### src/rtl/uart_tx_arbiter.sv
// Round-robin arbiter sharing one UART transmitter among four byte sources.
// Each grant sends an optional header frame (HDR_BASE|id) followed by the data frame.
//
// state     | meaning
// ----------+-----------------------------------------------------------
// IDLE      | no transfer; arbitrate among pending requests each cycle
// SEND_HDR  | pulse tx_start with the header byte for the granted id
// WAIT_HDR  | header frame on the line; wait for tx_done or timeout
// SEND_DATA | pulse tx_start with the latched data byte
// WAIT_DATA | data frame on the line; wait for tx_done or timeout
module uart_tx_arbiter #(
    parameter int          NUM_REQ  = 4,
    parameter bit          HDR_EN   = 1'b1,
    parameter logic [7:0]  HDR_BASE = 8'hA0,
    parameter int          TIMEOUT  = 512
) (
    input  logic                   clk_3125,
    input  logic                   reset,
    input  logic [NUM_REQ-1:0]     req,
    input  logic [8*NUM_REQ-1:0]   req_data,
    output logic [NUM_REQ-1:0]     ack,
    output logic                   tx_start,
    output logic [7:0]             tx_data,
    input  logic                   tx_done,
    output logic [1:0]             grant_id,
    output logic                   busy,
    output logic                   timeout_err
);

    localparam logic [9:0] TIMER_LAST = 10'(TIMEOUT - 1);

    typedef enum logic [2:0] {
        IDLE      = 3'd0,
        SEND_HDR  = 3'd1,
        WAIT_HDR  = 3'd2,
        SEND_DATA = 3'd3,
        WAIT_DATA = 3'd4
    } state_t;

    state_t      state;
    logic [1:0]  rr_ptr;
    logic [7:0]  data_q;
    logic [9:0]  timer;

    logic        win_vld;
    logic [1:0]  win_id;
    logic [1:0]  scan_id;
    logic [7:0]  win_data;

    // Scan downward so the candidate closest to rr_ptr is written last and wins.
    always_comb begin
        win_vld = 1'b0;
        win_id  = rr_ptr;
        scan_id = 2'd0;
        for (int k = NUM_REQ - 1; k >= 0; k--) begin
            scan_id = rr_ptr + 2'(k);
            if (req[scan_id]) begin
                win_vld = 1'b1;
                win_id  = scan_id;
            end
        end
    end

    assign win_data = req_data[{win_id, 3'b000} +: 8];

    always_ff @(posedge clk_3125) begin
        if (reset) begin
            state       <= IDLE;
            rr_ptr      <= 2'd0;
            data_q      <= 8'd0;
            timer       <= 10'd0;
            ack         <= '0;
            tx_start    <= 1'b0;
            tx_data     <= 8'd0;
            grant_id    <= 2'd0;
            busy        <= 1'b0;
            timeout_err <= 1'b0;
        end else begin
            ack         <= '0;
            tx_start    <= 1'b0;
            timeout_err <= 1'b0;

            case (state)
                IDLE: begin
                    if (win_vld) begin
                        data_q   <= win_data;
                        grant_id <= win_id;
                        ack      <= NUM_REQ'(1) << win_id;
                        busy     <= 1'b1;
                        state    <= HDR_EN ? SEND_HDR : SEND_DATA;
                    end
                end

                SEND_HDR: begin
                    tx_start <= 1'b1;
                    tx_data  <= HDR_BASE | {6'b0, grant_id};
                    timer    <= 10'd0;
                    state    <= WAIT_HDR;
                end

                WAIT_HDR: begin
                    if (tx_done) begin
                        state <= SEND_DATA;
                    end else if (timer == TIMER_LAST) begin
                        timeout_err <= 1'b1;
                        rr_ptr      <= grant_id + 2'd1;
                        busy        <= 1'b0;
                        state       <= IDLE;
                    end else if (timer != 10'h3FF) begin
                        timer <= timer + 10'd1;
                    end
                end

                SEND_DATA: begin
                    tx_start <= 1'b1;
                    tx_data  <= data_q;
                    timer    <= 10'd0;
                    state    <= WAIT_DATA;
                end

                WAIT_DATA: begin
                    // tx_done takes priority over a coincident timeout
                    if (tx_done) begin
                        rr_ptr <= grant_id + 2'd1;
                        busy   <= 1'b0;
                        state  <= IDLE;
                    end else if (timer == TIMER_LAST) begin
                        timeout_err <= 1'b1;
                        rr_ptr      <= grant_id + 2'd1;
                        busy        <= 1'b0;
                        state       <= IDLE;
                    end else if (timer != 10'h3FF) begin
                        timer <= timer + 10'd1;
                    end
                end

                default: begin
                    busy  <= 1'b0;
                    state <= IDLE;
                end
            endcase
        end
    end

endmodule

### config.mk
export PLATFORM = sky130hd
export DESIGN_NAME = uart_tx_arbiter
export DESIGN_NICKNAME = d
export VERILOG_FILES = /design/src/rtl/uart_tx_arbiter.sv
export SDC_FILE = /design/constraint.sdc
export NUM_CORES = 1
export LEC_CHECK = 0
export CAP_MARGIN = 10
export CORE_ASPECT_RATIO = 0.5
export CORE_MARGIN = 2
export CORE_UTILIZATION = 47
export CTS_CLUSTER_DIAMETER = 200
export DETAILED_ROUTE_END_ITERATION = 7
export HOLD_SLACK_MARGIN = 0.05
export PLACE_DENSITY = 0.79
export SLEW_MARGIN = 5
export SYNTH_ARGS = -nofsm -noshare
export SYNTH_HDL_FRONTEND = slang
export SYNTH_SLANG_ARGS = --single-unit
### constraint.sdc
create_clock -name clk_3125 -period 2.8 [get_ports clk_3125]
set_clock_uncertainty 0.05 [all_clocks]
set_input_delay 0.28 -clock clk_3125 [delete_from_list [all_inputs] [get_ports clk_3125]]
set_output_delay 0.28 -clock clk_3125 [all_outputs]
set_load 0.005 [all_outputs]
==> results.ini <==
[synthesis]
synthTopCellsByArea = dfxtp_1 41%, mux2i_1 10%, nor2_1 4.4%
synthesis.nets = 263
synth_flop_cell = dfxtp_1
syn_avg_cell_area_sq_um = 8.74
synth_edf_count = 0
synthArstFlopShare = 0
synth.top_cells.by_count = 40 x dfxtp_1, 23 x nor2_1, 20 x mux2i_1, 20 x nand2_1, 15 x a21oi_1
yosysUniqueCellTypes = 48
yosysWarnings = 0
synth.yosys.seq_area_share = 0.411
synth_top_cell_area_share = 0.411
synthCells = 223
synth-seq-cells = 40
yosysTopAreaCell = dfxtp_1
synth_area_sq_mm = 0.00195
synth_most_common_cell = dfxtp_1

[route]
via_per_inst = 5.40
drtPass1Iterations = 4
wire_per_inst_um = 13.9
drtAntennaViolNets = 0
drtIter0Drc = 121
wl_mm = 4.60
num_vias = 1787
drc = 0

[final_layout]
drive_gt1_frac = 0.0650
final_nets = 316
diodes = 0
final_cell_count_no_fill = 331
final_cell_area_sq_mm = 0.00262
area_growth_syn_to_layout_pct = 34.5

[global_route]
antenna_found_initial = 0
grt_pass1_wl_mm = 7.49
grt.total_usage = 0.206
grt_max_degree = 20
grt_pass1_vias = 1642
grt_remaining_overflow = 0

[clock_tree]
htree_levels = 2
cts_root_buf = clkbuf_8
clock_sinks = 40
cts_tree = built
cts.repair.resized = 0
clk_pin_slew_ps = 80
cts_buffers = 5
clock_path_buffers = 2
cts_setup_buffers = 0
clock_latency_ps = 290
ctsHoldBuffers = 0

[power]
p_leak_nw = 0.940
ir_drop_uv = 409
p_per_area_mw_per_mm2 = 541

[critical_path]
endpoint = timer[4]
r2r-end = timer[4]
start_kind = flip-flop
crit_type = reg2reg
path_max_fanout = 13
worst_r2r_path_depth = 6
critPathCaptureType = flip-flop
critPathRequiredTime_ps = 2970
worst-r2r-setup-slack_ps = 610
cp.arrival_ps = 2370
cp-startpoint = timer[0]
worstReg2RegStart = timer[0]

[place]
dp.cells = 323
postPlaceCellArea_sq_mm = 0.00251
place_hpwl_mm = 3.45
place.port_buffers = 55
place.gp.congestion = 0.779

[die]
dieArea_sq_mm = 0.00471
io_pins = 56
die_y_um = 49.5
core_area_sq_mm = 0.00394
rows = 16
start_util = 0.494
die_w_um = 95.1

[sta]
finalCritPeriodShare = 0.783
setup_viol = 0
setup_tns_ps = 0
rsz0062_at_grt = false
fin_crit_ps = 2190
hold_viol = 0
tightest_slew_ps = 758
maxSlewHeadroom = 0.495
maxSlewViolCount = 0
fmax_ghz = 0.456

[run_status]
status = finished, final reports clean

[job]
maxCapViolCount = 0

[min_path]
hold_class = reg2reg

## power breakdown
part | internal, W | switching (W) | leakage (nW) | total, W
Clock | 0.000265 | 0.000198 | 0.0552 | 0.000463
Combinational | 0.000161 | 0.000143 | 0.558 | 0.000304
Sequential | 0.000616 | 0.0000365 | 0.326 | 0.000652
Total | 0.00104 | 0.000378 | 0.940 | 0.00142
## layout make-up
type | instances | area [sq um]
Inverter | 8 | 30.0
Sequential cell | 40 | 801
Fill cell | 310 | 1320
Timing Repair Buffer | 58 | 573
Clock inverter | 2 | 35.0
Tap cell | 54 | 67.6
Multi-Input combinational cell | 163 | 1040
Clock buffer | 6 | 72.6
## worst max-delay path, stage by stage, from the launching register on
cell     delay (ps)
dfxtp_1         380
ha_1            200
nand2_1         110
or3_1           400
a21oi_1         630
o21ai_0         210
a21oi_1         150
## cells by family (layout without fill, tap and decap cells)
kind of cell | count (synthesis) | count (layout) | share of synthesized area
fa+ha+maj | 1 | 1 | 0.00642
xor+xnor | 3 | 3 | 0.0135
mux | 20 | 20 | 0.103
compound gates | 50 | 50 | 0.173
flops | 40 | 40 | 0.411
simple gates | 89 | 89 | 0.240
buf+inv | 20 | 74 | 0.0539
## layout by cell type (no fill, tap or decap), types with 2 or more instances in the layout
cell,synthesis,final
a31oi_1,2,2
a211oi_1,2,2
nand3_1,8,8
clkdlybuf4s50_1,0,55
a21oi_1,15,15
nor2b_1,4,4
nor3_1,8,8
o211ai_1,3,3
or4_1,4,4
o22ai_1,3,3
nand2b_1,2,2
xor2_1,2,2
nand3_2,2,2
o31ai_1,2,2
buf_4,2,3
and2_1,2,2
nand2_1,20,20
o21ai_0,6,6
inv_1,7,7
nor3b_1,2,2
mux2i_1,20,20
o221ai_1,8,8
dfxtp_1,40,40
clkbuf_8,0,5
or3_1,4,4
nor2_1,23,23
## how the worst min path moves through the flow
| stage | cells past startpoint | start | endpoint |
|---|---|---|---|
| floorplan | 2 | data_q[2] | data_q[2] |
| global placement | 2 | tx_data[6] | tx_data[6] |
| detailed placement | 2 | tx_data[6] | tx_data[6] |
| CTS | 2 | tx_data[6] | tx_data[6] |
| global route | 2 | tx_data[2] | tx_data[2] |
| finish | 2 | tx_data[6] | tx_data[6] |
## metal layers
| layer | GRT usage | share of wire | vias up |
|---|---|---|---|
| met5 | 0 | 0 | - |
| met1 | 0.269 | 0.45 | 831 |
| met2 | 0.331 | 0.50 | 41 |
| li1 | - | - | 911 |
| met3 | 0.0581 | 0.044 | 4 |
| met4 | 0.0628 | 0.0067 | 0 |
## sequential cells by signal, summed over array words and instances (netlist names)
name / count
tx_start: 1
timeout_err: 1
rr_ptr: 2
ack: 4
timer: 10
data_q: 8
grant_id: 2
state: 3
busy: 1
tx_data: 8
## through the flow
stage          worst slack, ps   util  total power (W)  hold slack [ps]
2_1_floorplan              819      -         0.000841              382
3_3_place_gp               496  0.638         0.000960              394
3_5_place_dp               347  0.638         0.000968              406
4_1_cts                    583  0.665          0.00143              416
5_1_grt                    323  0.665          0.00150              440
6_report                   608  0.665          0.00142              416
(Power assumes the default switching activity.)
